$ cat src/rtl/ram_pkg.sv
// rtl/ram_pkg.sv - shared definitions for the RAM family
//
// Contents:
//   ram_state_e  controller state encoding (ST_INIT, ST_RUN)
//   BYTE_W       bits covered by one byte-enable lane
package ram_pkg;

    localparam int BYTE_W = 8;

    typedef enum logic {
        ST_INIT = 1'b0,
        ST_RUN  = 1'b1
    } ram_state_e;

endpackage

$ cat src/rtl/sdp_ram_init_seq.sv
// rtl/sdp_ram_init_seq.sv - init sequencer FSM that sweeps INIT_VALUE through the array
//
// Ports:
//   i_clk        clock
//   i_rst_n      asynchronous active-low reset; restarts the sweep at word 0
//   i_clear      request a new sweep (taken only in ST_RUN)
//   o_init_busy  sweep in progress; user ports must be ignored
//   o_init_we    sweep write strobe into the array mux
//   o_init_addr  word being initialised this cycle
module sdp_ram_init_seq
    import ram_pkg::*;
#(
    parameter int DEPTH      = 64,
    parameter int ADDR_WIDTH = 6
) (
    input  logic                  i_clk,
    input  logic                  i_rst_n,
    input  logic                  i_clear,
    output logic                  o_init_busy,
    output logic                  o_init_we,
    output logic [ADDR_WIDTH-1:0] o_init_addr
);

    localparam logic [ADDR_WIDTH-1:0] LP_LAST = ADDR_WIDTH'(DEPTH - 1);

    ram_state_e            r_state;
    ram_state_e            w_state_nxt;
    logic [ADDR_WIDTH-1:0] r_init_ptr;
    logic [ADDR_WIDTH-1:0] w_init_ptr_nxt;

    always_ff @(posedge i_clk or negedge i_rst_n) begin
        if (!i_rst_n) begin
            r_state    <= ST_INIT;
            r_init_ptr <= '0;
        end else begin
            r_state    <= w_state_nxt;
            r_init_ptr <= w_init_ptr_nxt;
        end
    end

    always_comb begin
        w_state_nxt    = r_state;
        w_init_ptr_nxt = r_init_ptr;
        o_init_busy    = 1'b0;
        o_init_we      = 1'b0;
        o_init_addr    = r_init_ptr;
        case (r_state)
            ST_INIT: begin
                o_init_busy = 1'b1;
                o_init_we   = 1'b1;
                if (r_init_ptr == LP_LAST) begin
                    w_state_nxt    = ST_RUN;
                    w_init_ptr_nxt = '0;
                end else begin
                    w_init_ptr_nxt = r_init_ptr + 1'b1;
                end
            end
            ST_RUN: begin
                if (i_clear) begin
                    w_state_nxt    = ST_INIT;
                    w_init_ptr_nxt = '0;
                end
            end
            default: begin
                w_state_nxt    = ST_INIT;
                w_init_ptr_nxt = '0;
            end
        endcase
    end

endmodule

$ cat src/rtl/sdp_ram_be.sv
// rtl/sdp_ram_be.sv - simple-dual-port RAM with byte enables, registered reads and self-init
//
// Ports:
//   clk, rst_n          clock, asynchronous active-low reset
//   clear               re-run the init sweep (taken only when idle)
//   wr_en/wr_addr/wr_data/wr_be   write port, wr_be bit i covers wr_data[8i+7:8i]
//   rd_en/rd_addr       read request; result appears one cycle later
//   rd_data, rd_valid   registered read result; out-of-range reads return 0
//   init_busy           init sweep running, all user requests ignored
//
// Build option SDP_RAM_BYPASS_EN: same-address read/write returns the newly
// written word (write-first); otherwise the pre-write contents (read-first).
module sdp_ram_be
    import ram_pkg::*;
#(
    parameter int                    DATA_WIDTH = 32,
    parameter int                    ADDR_WIDTH = 6,
    parameter int                    DEPTH      = 64,
    parameter logic [DATA_WIDTH-1:0] INIT_VALUE = '0
) (
    input  logic                         clk,
    input  logic                         rst_n,
    input  logic                         clear,
    input  logic                         wr_en,
    input  logic [ADDR_WIDTH-1:0]        wr_addr,
    input  logic [DATA_WIDTH-1:0]        wr_data,
    input  logic [DATA_WIDTH/BYTE_W-1:0] wr_be,
    input  logic                         rd_en,
    input  logic [ADDR_WIDTH-1:0]        rd_addr,
    output logic [DATA_WIDTH-1:0]        rd_data,
    output logic                         rd_valid,
    output logic                         init_busy
);

    localparam int                  LP_NB    = DATA_WIDTH / BYTE_W;
    localparam logic [ADDR_WIDTH:0] LP_DEPTH = (ADDR_WIDTH + 1)'(DEPTH);

    logic [DATA_WIDTH-1:0] r_mem [DEPTH];
    logic [DATA_WIDTH-1:0] r_rd_data;
    logic                  r_rd_valid;

    logic                  w_init_busy;
    logic                  w_init_we;
    logic [ADDR_WIDTH-1:0] w_init_addr;
    logic                  w_wr_in_range;
    logic                  w_rd_in_range;
    logic [DATA_WIDTH-1:0] w_wr_old;
    logic [DATA_WIDTH-1:0] w_wr_merged;
    logic [DATA_WIDTH-1:0] w_rd_old;
    logic [DATA_WIDTH-1:0] w_rd_word;

    sdp_ram_init_seq #(
        .DEPTH      (DEPTH),
        .ADDR_WIDTH (ADDR_WIDTH)
    ) u_init_seq (
        .i_clk       (clk),
        .i_rst_n     (rst_n),
        .i_clear     (clear),
        .o_init_busy (w_init_busy),
        .o_init_we   (w_init_we),
        .o_init_addr (w_init_addr)
    );

    assign w_wr_in_range = ({1'b0, wr_addr} < LP_DEPTH);
    assign w_rd_in_range = ({1'b0, rd_addr} < LP_DEPTH);
    assign w_wr_old      = w_wr_in_range ? r_mem[wr_addr] : '0;
    assign w_rd_old      = w_rd_in_range ? r_mem[rd_addr] : '0;

    // Full-word read-modify-write: untouched lanes keep their stored bytes.
    always_comb begin
        w_wr_merged = w_wr_old;
        for (int b = 0; b < LP_NB; b++) begin
            if (wr_be[b]) begin
                w_wr_merged[b*BYTE_W +: BYTE_W] = wr_data[b*BYTE_W +: BYTE_W];
            end
        end
    end

    // Init sweep owns the array while busy, so user writes cannot land then.
    always_ff @(posedge clk) begin
        if (w_init_we) begin
            r_mem[w_init_addr] <= INIT_VALUE;
        end else if (wr_en && w_wr_in_range) begin
            r_mem[wr_addr] <= w_wr_merged;
        end
    end

`ifdef SDP_RAM_BYPASS_EN
    // Same address implies w_wr_old == w_rd_old, so the merged word is the new contents.
    logic w_collide;
    assign w_collide = wr_en && w_wr_in_range && (wr_addr == rd_addr);
    assign w_rd_word = w_collide ? w_wr_merged : w_rd_old;
`else
    assign w_rd_word = w_rd_old;
`endif

    always_ff @(posedge clk or negedge rst_n) begin
        if (!rst_n) begin
            r_rd_data  <= '0;
            r_rd_valid <= 1'b0;
        end else if (w_init_busy) begin
            r_rd_valid <= 1'b0;
        end else begin
            r_rd_valid <= rd_en;
            if (rd_en) begin
                r_rd_data <= w_rd_word;
            end
        end
    end

    assign rd_data   = r_rd_data;
    assign rd_valid  = r_rd_valid;
    assign init_busy = w_init_busy;

endmodule

$ cat config.mk
export PLATFORM = sky130hd
export DESIGN_NAME = sdp_ram_be
export DESIGN_NICKNAME = d
export VERILOG_FILES = /design/src/rtl/ram_pkg.sv /design/src/rtl/sdp_ram_init_seq.sv /design/src/rtl/sdp_ram_be.sv
export SDC_FILE = /design/constraint.sdc
export NUM_CORES = 2
export LEC_CHECK = 0
export CORE_MARGIN = 2
export CORE_UTILIZATION = 40
export DETAILED_ROUTE_END_ITERATION = 6
export PLACE_DENSITY = 0.6
export SLEW_MARGIN = 25
export SYNTH_ARGS = -nofsm -noshare
export SYNTH_HDL_FRONTEND = slang
export SYNTH_SLANG_ARGS = --single-unit
$ cat constraint.sdc
create_clock -name clk -period 3.9 [get_ports clk]
set_clock_uncertainty 0.1 [all_clocks]
set_input_delay 0.975 -clock clk [delete_from_list [all_inputs] [get_ports clk]]
set_output_delay 0.975 -clock clk [all_outputs]
set_load 0.01 [all_outputs]
==> summary.md <==
| Metric | Value |
|---|---|
| Run status | finished, final reports clean |
| Number of inserted diodes | 0 |
| Worst-case clock buffer depth | 3 |
| Largest fanout on the critical path | 14 |
| Start-to-end type of the worst setup path | flip-flop to output pin |
| Post-CTS setup buffers | 0 |
| Leading cell types by total area after synthesis | sky130_fd_sc_hd__edfxtp_1, sky130_fd_sc_hd__mux4_2, sky130_fd_sc_hd__mux2i_1 |
| Number of global-route vias before repair | 41700 |
| Period utilization | 89.5% |
| Remaining Overflow, GRT | 0 |
| Final Setup Violations | 0 |
| Internal power of the cells | 40900 uW |
| Detailed-placement wirelength estimate | 127000 um |
| Worst-path clk slew | 0.07 ns |
| Average wire length per cell after detail routing | 28.0 um |
| Sequential-to-total area share from yosys stat | 77.1% |
| TritonCTS clock tree | done |
| Worst min-delay path category | input pin to asynchronous set/reset pin |
| Width of the chip | 454 um |
| Total leakage power | 0.0317 uW |
| Final-report max-slew violation count | 0 |
| Layout-stage area growth over the synthesis result | 18.4% |
| Number of buffer and inverter stages on the critical path | 3 |
| Total wire length | 207000 um |
| Slowest stage cell, crit path | sky130_fd_sc_hd__clkdlybuf4s50_1 |
| Flip-flop cell with the highest count after synthesis | sky130_fd_sc_hd__edfxtp_1 |
| CTS Root Buffer Type | sky130_fd_sc_hd__clkbuf_16 |
| Logic depth of the worst path, buffers included | 3 |
| Maximum vdd ir drop | 416 uV |
| Worst endpoint required time | 2.82 ns |
| Post-Syn Area per Cell | 20.3 sq um |
| Number of synthesized register bits | 2088 |
| Post-Syn Instances | 3999 |
| Fraction of final layout cells with drive strength greater than 1 | 27.1% |
| Number of violations reported at the end of detailed-routing iteration 0 | 4550 |
| Leading post-synthesis cells by instance count | sky130_fd_sc_hd__edfxtp_1, sky130_fd_sc_hd__mux4_2, sky130_fd_sc_hd__mux2i_1 |
| Avg Vias per Cell | 5.58 |
| Distinct cell type count of the synthesized netlist | 46 |
| Leading area contributor after synthesis | sky130_fd_sc_hd__edfxtp_1 |
| Post-synth EDFFs | 2048 |
| Max_slew headroom | 36.2% |
| Placer Congestion | 0.824 |
| Die area | 0.206 sq mm |
| Overall via count from detail_route | 41200 |
| Hold buffer count at CTS | 0 |
| WP data arrival | 2.42 ns |
| Clock latency on the worst-skew pair | 0.81 ns |
| Combinational group share of total power | 12.8% |
| Launch point of the critical path | u_init_seq.r_state$_DFF_PN0_ |
| Final net count | 4589 |
| Synthesis Warnings | 0 |
| # rows | 165 |
| Type of element launching the critical path | flip-flop |
| Count of placed standard cells including taps | 6996 |
| Number of antenna violations at the first check in global routing | 3 |
| Total routing usage reported by global routing | 19.9% |
| Final critical-path setup slack | 0.408 ns |
| Reported net switching power | 13400 uW |
| TritonRoute pass-1 iters | 6 |
| Hold Vio Cnt, Final | 0 |
| Unrepaired setup endpoints after global routing | false |
| Type of destination of the critical path | output pin |
| Initial Util | 40.2% |
| Post-Place Setup Slack | -0.364 ns |
| Fraction of synthesized cell area taken by the top area cell type | 75.9% |
| Number of buffers inserted during clock tree synthesis | 209 |
| Origin of the critical flop-to-flop path | u_init_seq.r_state$_DFF_PN0_ |
| Sequential power share | 49.6% |
| Std-Cell Core Area | 0.202 sq mm |
| Net switching fraction of the power | 24.6% |
| Clock sink count | 2088 |
| Post-Route Setup TNS | 0 ns |
| Post-cts gate resize count | 0 |
| Syn_nets | 4053 |
| H-Tree Depth | 4 |
| Clock share of power | 37.6% |
| DRC violation count after routing | 0 |
| Maximum clock rate | 286 MHz |
| Post-synthesis instance area | 0.0810 sq mm |
| CP max stage delay | 0.62 ns |
| Delay-heaviest family, CP | buffers and inverters |
| DRT antenna net count | 0 |
| Most frequently used cell type in the post-synthesis netlist | sky130_fd_sc_hd__edfxtp_1 |
| Final cell count without fillers | 7387 |
| Pin count of the biggest net entering global routing | 65 |
| Critical Path, Cell by Cell | buf_4 -> clkinv_1 -> clkdlybuf4s50_1 |
| Number of violations of the max-capacitance limit | 0 |
| Worst Max-Slew Pin Slew | 0.948 ns |
| Length in cells of the worst reg-to-reg path | 9 |
| Shortest period the worst path allows | 3.49 ns |
| Final core utilization | 47.6% |
| Die height | 454 um |
| Power density over cell area | 565 mW/mm^2 |
| First-pass GRT wire length | 297000 um |
| Filler cell count in the final layout | 16500 |
| Count of port buffers added during placement | 86 |
| Async set-reset flop share out of synthesis | 1.92% |
| Number of I/O pins | 87 |
==> layer usage <==
layer,wire (um),GRT usage (%),share of wire (%),vias up
li1,-,-,-,17600
met1,83900,26.7,41,21800
met2,105000,33.7,51,1477
met3,11800,2.79,5.7,335
met4,6550,6.37,3.2,2
met5,13,0,0.0063,-
==> cells in the final DEF (no fill, tap or decap), drive strengths merged, types with 7 or more instances in the layout <==
| master | instances |
|---|---|
| edfxtp | 2048 |
| buf | 512 |
| mux4 | 384 |
| mux2i | 298 |
| clkbuf | 276 |
| nor2 | 192 |
| a22oi | 160 |
| clkdlybuf4s50 | 82 |
| nor3 | 76 |
| nand2 | 70 |
| clkinv | 69 |
| nand3 | 68 |
| o22ai | 66 |
| a211oi | 62 |
| dfrtp | 40 |
| a21oi | 38 |
| nor2b | 35 |
| and2 | 33 |
| nand4 | 32 |
| or3 | 32 |
| a221o | 32 |
| bufinv | 29 |
| or2 | 14 |
| clkinvlp | 11 |
| inv | 10 |
| nand2b | 7 |
==> sequential cells by signal, indices dropped and copies added, names as in the netlist <==
| signal | cells |
|---|---|
| rd_data | 32 |
| r_mem | 2048 |
| u_init_seq.o_init_addr | 6 |
| rd_valid | 1 |
| u_init_seq.r_state | 1 |
==> power by group through the flow <==
| stage | sequential (uW) | clock (uW) | combinational [uW] |
|---|---|---|---|
| 2_1_floorplan | 27200 | 0 | 3190 |
| 3_3_place_gp | 27300 | 0 | 6900 |
| 3_5_place_dp | 27400 | 0 | 6970 |
| 4_1_cts | 26900 | 20800 | 6990 |
| 5_1_grt | 27000 | 21600 | 7230 |
| 6_report | 26900 | 20400 | 6920 |
==> kinds of logic after synthesis <==
family,count (synthesis),synth area share [%]
XOR/XNOR,2,0.0216
AO/OA/AOI/OAI,371,3.31
flip-flops,2088,77.1
buffers and inverters,273,1.66
multiplexers,686,14.4
AND/OR/NAND/NOR,578,3.47
adder cells (fa/ha/maj),1,0.0154
==> per-stage QoR <==
step / hold WS, ns / instance area, sq um / power (uW)
2_1_floorplan: 0.434 / 81000 / 30300
6_report: 0.211 / 96000 / 54200
3_3_place_gp: 0.422 / 89000 / 34200
3_5_place_dp: 0.436 / 89000 / 34400
4_1_cts: 0.165 / 96000 / 54700
5_1_grt: 0.204 / 96000 / 55800
==> worst paths after layout <==
kind                            slack [ns]                      end
worst max-delay path                  0.41                init_busy
worst min-delay path                  0.21   rd_data[3]$_DFFE_PN0P_
worst max register to register        0.79   r_mem[52][9]$_DFFE_PP_
min in group clk                      0.44  rd_data[30]$_DFFE_PN0P_
max in group asynchronous             2.72  rd_data[21]$_DFFE_PN0P_
worst min register to register        0.44  rd_data[30]$_DFFE_PN0P_
==> worst reg2reg max path, stage by stage, from the launching register on <==
cell and delay (ns):
sky130_fd_sc_hd__dfrtp_1 0.39, sky130_fd_sc_hd__nand2_1 0.13, sky130_fd_sc_hd__nor2_4 0.28, sky130_fd_sc_hd__buf_4 0.23, sky130_fd_sc_hd__buf_4 0.20, sky130_fd_sc_hd__mux2i_1 0.34
sky130_fd_sc_hd__buf_4 0.18, sky130_fd_sc_hd__nand2_1 0.35, sky130_fd_sc_hd__nor2_1 0.39, sky130_fd_sc_hd__buf_4 0.25
==> area by class of cell <==
| cell class | instances | area [sq um] | share of cell area (%) |
|---|---|---|---|
| sequential | 2088 | 62500 | 65.1 |
| multi-input combinational | 1638 | 17400 | 18.2 |
| timing repair buffer | 595 | 5680 | 5.92 |
| clock buffer | 275 | 5670 | 5.90 |
| tap | 2672 | 3340 | 3.48 |
| clock inverter | 116 | 1330 | 1.38 |
| inverter | 3 | 11.3 | 0.0117 |
No activity file was read; power rests on OpenSTA's default activity.
